File: src/rtl/shift_unit_seq.sv
// Multi-cycle shifter (SLL/SRL/SRA/ROR) that applies up to STEP positions per cycle,
// with valid/ready on both sides. Optional zero/cout result flags under SHIFT_FLAGS_EN.
module shift_unit_seq #(
  parameter int WIDTH = 32,
  parameter int STEP  = 4
) (
  input  logic             clk,
  input  logic             rst_n,
  input  logic             in_valid,
  output logic             in_ready,
  input  logic [1:0]       op,
  input  logic [WIDTH-1:0] A,
  input  logic [WIDTH-1:0] B,
  output logic             out_valid,
  input  logic             out_ready,
  output logic [WIDTH-1:0] res
`ifdef SHIFT_FLAGS_EN
  ,
  output logic             zero,
  output logic             cout
`endif
);

  // state | meaning
  // IDLE  | ready for a request; res holds the previous result
  // SHIFT | working register advances by min(remaining, STEP) each cycle
  // DONE  | result presented, waiting for out_ready
  localparam int SW = $clog2(WIDTH);
  localparam logic [SW-1:0] STEP_C = SW'(STEP);

  typedef enum logic [1:0] {IDLE, SHIFT, DONE} state_t;

  state_t           r_state;
  state_t           w_state_nxt;
  logic [WIDTH-1:0] r_work;
  logic [SW-1:0]    r_rem;
  logic [1:0]       r_op;
  logic             r_sign;

  logic [SW-1:0]      w_n;
  logic [SW-1:0]      w_k;
  logic               w_fill;
  logic [2*WIDTH-1:0] w_sll_ext;
  logic [3*WIDTH-1:0] w_sr_ext;
  logic [2*WIDTH-1:0] w_ror_ext;
  logic [WIDTH-1:0]   w_step;
  logic               w_cout_step;
  logic               w_unused_bits;

  assign w_n    = B[SW-1:0];
  assign w_k    = (r_rem < STEP_C) ? r_rem : STEP_C;
  assign w_fill = (r_op == 2'b10) & r_sign;

  // Widened shifts keep the last bit shifted out at a fixed index for cout.
  assign w_sll_ext = {{WIDTH{1'b0}}, r_work} << w_k;
  assign w_sr_ext  = {{WIDTH{w_fill}}, r_work, {WIDTH{1'b0}}} >> w_k;
  assign w_ror_ext = {r_work, r_work} >> w_k;

  always_comb begin
    w_step      = '0;
    w_cout_step = 1'b0;
    case (r_op)
      2'b00: begin
        w_step      = w_sll_ext[WIDTH-1:0];
        w_cout_step = w_sll_ext[WIDTH];
      end
      2'b01, 2'b10: begin
        w_step      = w_sr_ext[2*WIDTH-1:WIDTH];
        w_cout_step = w_sr_ext[WIDTH-1];
      end
      default: begin
        w_step      = w_ror_ext[WIDTH-1:0];
        w_cout_step = w_ror_ext[WIDTH-1];
      end
    endcase
  end

  assign w_unused_bits = ^{B[WIDTH-1:SW], w_sll_ext[2*WIDTH-1:WIDTH+1],
                           w_sr_ext[3*WIDTH-1:2*WIDTH], w_sr_ext[WIDTH-2:0],
                           w_ror_ext[2*WIDTH-1:WIDTH], w_cout_step};

  always_ff @(posedge clk or negedge rst_n) begin
    if (!rst_n) r_state <= IDLE;
    else        r_state <= w_state_nxt;
  end

  always_comb begin
    w_state_nxt = r_state;
    in_ready    = 1'b0;
    out_valid   = 1'b0;
    case (r_state)
      IDLE: begin
        in_ready = 1'b1;
        if (in_valid) w_state_nxt = (w_n == '0) ? DONE : SHIFT;
      end
      SHIFT: begin
        if (r_rem <= STEP_C) w_state_nxt = DONE;
      end
      DONE: begin
        out_valid = 1'b1;
        if (out_ready) w_state_nxt = IDLE;
      end
      default: w_state_nxt = IDLE;
    endcase
  end

  always_ff @(posedge clk or negedge rst_n) begin
    if (!rst_n) begin
      r_work <= '0;
      r_rem  <= '0;
      r_op   <= '0;
      r_sign <= 1'b0;
    end else begin
      case (r_state)
        IDLE: if (in_valid) begin
          r_work <= A;
          r_rem  <= w_n;
          r_op   <= op;
          r_sign <= A[WIDTH-1];
        end
        SHIFT: begin
          r_work <= w_step;
          r_rem  <= r_rem - w_k;
        end
        default: ;
      endcase
    end
  end

  assign res = r_work;

`ifdef SHIFT_FLAGS_EN
  logic r_cout;

  always_ff @(posedge clk or negedge rst_n) begin
    if (!rst_n)                          r_cout <= 1'b0;
    else if (r_state == IDLE && in_valid) r_cout <= 1'b0;
    else if (r_state == SHIFT)           r_cout <= w_cout_step;
  end

  assign zero = (r_state == DONE) && (r_work == '0);
  assign cout = r_cout;
`endif

endmodule

File: config.mk
export PLATFORM = sky130hd
export DESIGN_NAME = shift_unit_seq
export DESIGN_NICKNAME = d
export VERILOG_FILES = /design/src/rtl/shift_unit_seq.sv
export SDC_FILE = /design/constraint.sdc
export NUM_CORES = 1
export LEC_CHECK = 0
export CORE_MARGIN = 4
export CORE_UTILIZATION = 40
export DETAILED_ROUTE_END_ITERATION = 8
export GPL_TIMING_DRIVEN = 0
export PLACE_DENSITY = 0.78
export REMOVE_ABC_BUFFERS = 1
export SKIP_CTS_REPAIR_TIMING = 1
export SYNTH_ARGS = -nofsm -noshare
export SYNTH_HDL_FRONTEND = slang
export SYNTH_SLANG_ARGS = --single-unit
File: constraint.sdc
create_clock -name clk -period 4.4 [get_ports clk]
set_input_delay 0.88 -clock clk [delete_from_list [all_inputs] [get_ports clk]]
set_output_delay 0.88 -clock clk [all_outputs]
set_load 0.03 [all_outputs]
* Word level (Yosys, flattened, before mapping) *
Cells that the tools add are included.

operators by class
  add/subtract/negate cells = 1
  order comparisons = 2
  equality and inequality tests = 7
  shifts and indexed selects = 3
  mux-type cells = 13
  bitwise logic cells = 1
  reduce and logical (&&, ||, !) cells = 8

operator list
  cell                                                         count
  one-hot mux 32 bit (2 select lines)                          2
  >> shifter 96 x 5 -> 64 bit                                  1
  >> shifter 64 x 5 -> 32 bit                                  1
  2-to-1 mux 32 bit                                            1
  left shift 32 x 5 -> 32 bit                                  1
  2-to-1 mux 5 bit                                             2
  one-hot mux 5 bit (2 select lines)                           1
  2-to-1 mux 2 bit                                             4
  != test 2 bit (second input constant)                        3
  one-hot mux 2 bit (3 select lines)                           1
  <= comparator 5 x 3 -> 1 bit (second input constant)         1
  zero test 5 bit                                              1
  less-than comparator 5 x 3 -> 1 bit (second input constant)  1
  subtractor 5 bit                                             1
  equality test 2 x 1 -> 1 bit (second input constant)         2
  equality test 2 bit (second input constant)                  2
  zero test 2 bit                                              2
  AND reduction 2 bit                                          2
  AND reduction 3 bit                                          1
  2-to-1 mux 1 bit                                             2
  nonzero test 2 bit                                           1
  OR reduction 2 bit                                           1
  bitwise AND 1 bit                                            1

word-level totals
  bits in registers = 42
  output and inout port bits = 34
  logic and storage cells = 40

* Logic depth before layout (Yosys ltp) *
Gate-level depths: netlist of the first run.

  word-level depth = 5
  depth in mapped cells = 11

* Worst setup path after synthesis of the first run *
No wires, ideal clock.

  path type = flip-flop to flip-flop
  from = reg r_rem[3]
  to = reg r_rem[2]
  setup time = 0.121 ns
  arrival = 2.302 ns
  data required time = 4.279 ns
  setup slack = 1.977 ns
  cell stages (with the launch flop) = 11
  cells stage by stage = dfrtp_1 -> buf_2 -> or3_1 -> buf_2 -> clkbuf_1 -> nand2_1 -> ha_1 -> or4_1 -> nand3_1 -> a22oi_1 -> o22a_1

between the ends
  word-level cells in the longest chain between the ends = 4

RTL lines
  what                                 line  source
  start: declaration                   36    logic [SW-1:0] r_rem;
  start signal: assignment             117   r_rem <= w_n;
  start signal: assignment             123   r_rem <= r_rem - w_k;
  less-than comparator 5 x 3 -> 1 bit  51    assign w_k = (r_rem < STEP_C) ? r_rem : STEP_C;
  2-to-1 mux 5 bit                     51
  subtractor 5 bit                     123
  one-hot mux 5 bit (2 select lines)   114   case (r_state)

No other way between the ends.
A chain may end at the register's enable or synchronous reset.

* Worst setup path after layout of the first run *
  from = reg r_rem[1]
  to = reg r_work[12], in the netlist res[12]

between the ends
  word-level cells in the longest chain between the ends = 5
  elaborated cells on any way between the ends = 7
  those cells by class = 1 x order compare; 3 x shift; 3 x mux

RTL lines
  what                                                 line  source
  less-than comparator 5 x 3 -> 1 bit                  51
  2-to-1 mux 5 bit *                                   51
  >> shifter 64 x 5 -> 32 bit (tied with other cells)  57    assign w_ror_ext = {r_work, r_work} >> w_k;
  one-hot mux 32 bit (2 select lines) *                62    case (r_op)
  one-hot mux 32 bit (2 select lines) *                114
  end signal: assignment                               122   r_work <= w_step;
  end: declaration                                     35    logic [WIDTH-1:0] r_work;

Mark *: on every way between the ends. The rest lies on a longest branch, timed or not.

==> flow_metrics.tcl, run 1 <==
set metrics [dict create \
    outcome "finished, final reports clean" \
    regArea_sq_um 1050 \
    synth-simple-area-share_pct 23.2 \
    r2r_slack_ns 0.99 \
    synth_top_family_by_area "compound AO/OA/AOI/OAI gates" \
    grt_pass1_vias 4940 \
    cts.htree.levels 2 \
    required_ns 4.53 \
    synth_fa_ha_area_share_pct 1.06 \
    end_kind "flip-flop" \
    fin_total_pwr_w 0.00501 \
    overflow 0 \
    relSlewSlack_pct 11.9 \
    first_pass_iters 6 \
    wl_met3_microns 1910 \
    cts_made_buffers 5 \
    multi_input_area_sq_um 3250 \
    place_area_sq_um 5370 \
    final_max_slew_viol_count 0 \
    grt_max_degree 50 \
    coreArea_sq_um 11500 \
    io_pins 104 \
    dp_hpwl_microns 10800 \
    cts_buffer_depth 2 \
    grt_usage_pct 23.9 \
    grt_antenna_before_repair 0 \
    routed_wl_microns 16500 \
    clk_latency_ns 0.29 \
    gp_congestion 0.918 \
    ant_nets 0 \
    die_w_microns 116 \
    path_max_fanout 33 \
    dr_wl_met2_microns 7630 \
    netlist_instances 623 \
    drv_cap 0 \
    crit_type "reg -> reg" \
    wl_met1_microns 6450 \
    wire_per_inst_microns 21.4 \
    power_leakage_nw 2.06 \
    clk_pin_slew_ns 0.07 \
    worst_hold_slack_ns 0.511 \
    yosys_warnings 0 \
    clock-sinks 42 \
    rsz0062_at_grt "false" \
    cp.arrival_ns 3.54 \
    synth-compound-area-share_pct 26.9 \
    synth-xor-area-share_pct 0 \
    root_buffer "clkbuf_16" \
    vias 5241 \
    fin_worst_skew_ns 0.00383 \
    fmax_mhz 293 \
    final_hold_viol_count 0 \
    hp-class "reg -> reg" \
    synthArstFlopShare_pct 100 \
    yosys.cell_types.count 62 \
    dieArea_sq_um 13600 \
    via_per_inst 6.78 \
    row_count 39 \
    port_buffers 76 \
    chipHeight_microns 116 \
    drc_errors 0 \
    final_area_sq_um 5540 \
    initial_utilization_pct 41.0 \
    fin_crit_ns 3.41 \
    nets 703 \
    ir_worst_vdd_uv 457 \
    ys.flop_type "dfrtp_1" \
    n_antenna_cell 0 \
    avgSynthCellArea_sq_um 7.55 \
    critPathLaunchType "flip-flop" \
    n_fill_cell 1108 \
    synth_seq_cells 42 \
    cts_tree "done" \
    yosysSeqAreaShare_pct 22.3 \
    synth_edf_count 0 \
    fin_tns_setup_ns 0 \
    timing.final.crit_share_pct 77.5 \
    drive_gt1_share_pct 8.41 \
    drtIter0Drc 650 \
    synthMuxAreaShare_pct 17.6 \
    setup_violations 0 \
    routed.top_layer "met4" \
    syn-cell-area_sq_um 4700 \
    grt_pass1_wl_microns 26200 \
    tightest_slew_ns 1.32 \
    power_density_nw_per_um2 905 \
    area_growth_pct 17.7 \
]
[cell usage in the layout, fill, tap and decap left out, types with 12 or more instances in the layout]
master / n
nor2_1: 36
a22oi_1: 12
or3_1: 19
clkdlybuf4s50_1: 75
nand2_1: 92
a31oi_1: 14
mux2i_1: 35
mux4_2: 16
nor3_1: 23
dfrtp_1: 39
o21ai_0: 53
nand3_1: 13
a21oi_1: 61
o22ai_1: 12
[where the power goes]
part	total (W)	internal [W]	switching, W
Clock	0.000436	0.000269	0.000167
Sequential	0.00135	0.000592	0.000761
Combinational	0.00322	0.00140	0.00182
[state kept, by name, summed over array words and instances, names as in the netlist]
register	count
r_op	2
res	32
r_state	2
r_sign	1
r_rem	5
[per-stage QoR]
step           setup slack, ns  util (%)  instances
2_1_floorplan            0.893         -        540
3_3_place_gp            0.0402      45.8        759
3_5_place_dp             0.704      46.8        765
4_1_cts                  0.698      48.3        773
5_1_grt                  0.900      48.3        773
6_report                 0.990      48.3        773
[layer usage]
layer,track usage [%],vias to the layer above
li1,-,2314
met1,32.6,2457
met2,37.9,409
met3,4.09,61
met4,8.82,0
met5,0,-
[worst paths after layout]
kind                           from        to  depth (start not counted)
setup reg to reg           r_rem[1]   res[12]                          6
max in group asynchronous     rst_n  r_rem[1]                          2
hold / removal               r_sign    r_sign                          1
min in group asynchronous     rst_n   res[16]                          1
setup / recovery           r_rem[1]   res[12]                          6
hold reg to reg              r_sign    r_sign                          1
[kinds of logic after synthesis]
family / Yosys count
other: 1
flip-flops: 42
adder cells (fa/ha/maj): 4
buffers and inverters: 91
AO/OA/AOI/OAI: 203
AND/OR/NAND/NOR: 222
multiplexers: 60
[area by class of cell]
class,instances,area share [%]
Sequential cell,42,19.0
Inverter,8,0.542
Tap cell,143,3.23
Clock inverter,1,0.542
Multi-Input combinational cell,490,58.7
Clock buffer,7,2.39
Timing Repair Buffer,82,15.6
[critical path: stages (launching register included)]
cell	delay [ns]
dfrtp_2	0.67
buf_12	0.27
nor4b_4	0.98
mux2i_1	0.27
o22ai_1	0.11
a2111oi_0	0.79
nor3_1	0.15
[cell usage after synthesis (3+ instances only)]
master | count | share of area [%]
a221o_1 | 3 | 0.64
a211oi_1 | 8 | 1.3
buf_2 | 15 | 1.6
nand3_1 | 13 | 1.4
mux2i_1 | 35 | 7.4
nor2_1 | 37 | 3.0
nand2_2 | 3 | 0.40
a21oi_1 | 61 | 6.5
a211o_1 | 3 | 0.56
o22ai_1 | 12 | 1.6
buf_6 | 5 | 1.2
nand2b_1 | 6 | 0.80
or3_1 | 19 | 2.5
buf_1 | 5 | 0.40
mux4_2 | 16 | 7.7
clkbuf_2 | 3 | 0.32
buf_4 | 4 | 0.64
nand2_1 | 92 | 7.3
clkbuf_1 | 51 | 4.1
a22oi_1 | 12 | 1.9
a221oi_1 | 8 | 1.5
a21o_1 | 3 | 0.48
ha_1 | 4 | 1.1
mux2_2 | 8 | 1.9
o21ai_0 | 53 | 5.6
dfrtp_1 | 42 | 22
or4_1 | 3 | 0.48
nor2b_1 | 6 | 0.80
o211ai_1 | 3 | 0.48
inv_1 | 7 | 0.56
a31oi_1 | 14 | 1.9
nor3_1 | 23 | 2.4
a2111oi_0 | 3 | 0.56
nor4_1 | 4 | 0.53
or2_2 | 3 | 0.40
Note: power is estimated with default switching activity, not from simulation.
==> run 2: changes to the inputs <==
--- a/config.mk
+++ b/config.mk
@@ -9,7 +9,7 @@
 export CORE_UTILIZATION = 40
 export DETAILED_ROUTE_END_ITERATION = 8
 export GPL_TIMING_DRIVEN = 0
-export PLACE_DENSITY = 0.78
+export PLACE_DENSITY = 0.8
 export REMOVE_ABC_BUFFERS = 1
 export SKIP_CTS_REPAIR_TIMING = 1
 export SYNTH_ARGS = -nofsm -noshare
==> constraint.sdc (replaced) <==
create_clock -name clk -period 2.9 [get_ports clk]
set_input_delay 0.58 -clock clk [delete_from_list [all_inputs] [get_ports clk]]
set_output_delay 0.58 -clock clk [all_outputs]
set_load 0.03 [all_outputs]
==> run 2 against run 1 <==
  * Cell area increased by 0.56%
  * Via count rose by 1.1%
  * Largest power group unchanged
  * Setup slack worse by 0.98 ns
==> flow_metrics.tcl, run 2 (same netlist as run 1, synthesis figures left out) <==
set metrics [dict create \
    outcome "finished, final reports clean" \
    final_max_slew_viol_count 0 \
    vias 5297 \
    via_per_inst 6.83 \
    relSlewSlack_pct 26.2 \
    first_pass_iters 5 \
    wire_per_inst_microns 21.9 \
    clk_pin_slew_ns 0.07 \
    final.setup.worst_slack_ns 0.00815 \
    cts_made_buffers 5 \
    chipHeight_microns 116 \
    setup_violations 0 \
    critPathLaunchType "flip-flop" \
    initial_utilization_pct 41.0 \
    routed_wl_microns 17000 \
    port_buffers 76 \
    drc_errors 0 \
    ant_nets 0 \
    post-place-ws_ns -0.737 \
    clk_latency_ns 0.29 \
    dp_hpwl_microns 10800 \
    end_kind "flip-flop" \
    dieArea_sq_um 13600 \
    die_w_microns 116 \
    coreArea_sq_um 11500 \
    crit_type "reg -> reg" \
    r2r_slack_ns 0.008 \
    cts_tree "done" \
    final_hold_viol_count 0 \
    row_count 39 \
    drv_cap 0 \
    grt_pass1_wl_microns 26700 \
    cp.arrival_ns 3.03 \
    cts.htree.levels 2 \
    final_common_cell "nand2_1" \
    timing.final.crit_share_pct 99.7 \
    dp_cells 764 \
    overflow 0 \
    final_cells 776 \
    io_pins 104 \
    root_buffer "clkbuf_16" \
    fmax_mhz 346 \
    fin_crit_ns 2.89 \
    grt_max_degree 50 \
    clock-sinks 42 \
    grt_pass1_vias 5182 \
    largest_reg_flops 32 \
    power_density_nw_per_um2 1360 \
    cts_buffer_depth 2 \
    ir_worst_vdd_uv 867 \
    required_ns 3.03 \
    r2r_cells 5 \
    drive_gt1_share_pct 10.3 \
    rsz0062_at_grt "false" \
    power_leakage_nw 2.07 \
    n_antenna_cell 0 \
    grt_usage_pct 24.4 \
    grt_antenna_before_repair 0 \
    path_max_fanout 25 \
    area_growth_pct 18.4 \
    nets 707 \
    drtIter0Drc 656 \
    tightest_slew_ns 1.10 \
    mostFrequentLayoutCells "nand2_1 (92), clkdlybuf4s50_1 (75), a21oi_1 (61)" \
    gp_congestion 0.900 \
    fin_worst_skew_ns 0.0100 \
    hp-class "in -> async" \
]
## run 2: per-layer routing
metal	routed length (microns)	vias to the layer above	GRT usage, %	part of all wire (%)
li1	-	2312	-	-
met1	6790	2537	33.3	40
met2	7800	380	37.7	46
met3	1750	68	4.09	10
met4	616	0	11.6	3.6
met5	0	-	0	0
## run 2: worst max-delay path: stages, from the launching register on
cell and delay (ns):
dfrtp_1 0.64, or4b_4 0.86, mux2i_1 0.27, o22ai_1 0.10
a2111oi_0 0.72, nor3_1 0.14
## run 2: path summary, 6_finish.rpt
check | startpoint | to
worst max-delay path | r_rem[4] | res[12]
worst min-delay path | rst_n | res[25]
worst max register to register | r_rem[4] | res[12]
worst min register to register | r_sign | r_sign
max in group asynchronous | rst_n | r_rem[0]
min in group clk | r_sign | r_sign
## run 2: where the power goes
group | leakage [nW] | switching (W) | internal, W
combinational | 1.51 | 0.00277 | 0.00214
sequential | 0.488 | 0.00118 | 0.000902
clock | 0.0700 | 0.000247 | 0.000339
## run 2: layout make-up
type,instances,area [sq um]
multi-input cells,491,3280
inverters,8,30.0
repair buffers,85,878
flip-flops and latches,42,1060
fillers,1096,5900
clock buffers,7,143
well taps,143,179
## run 2: stage by stage
stage	TNS, ns	utilization (%)	hold WS (ns)	cell area, sq um	power, W
CTS	-12.73	48.0	0.282	5500	0.00737
detailed placement	-12.15	46.7	0.510	5360	0.00678
global route	0	48.6	0.305	5570	0.00803
global placement	-33.69	45.8	0.487	5260	0.00659
finish	0	48.6	0.269	5570	0.00758
floorplan	-3.92	-	0.284	4320	0.00497
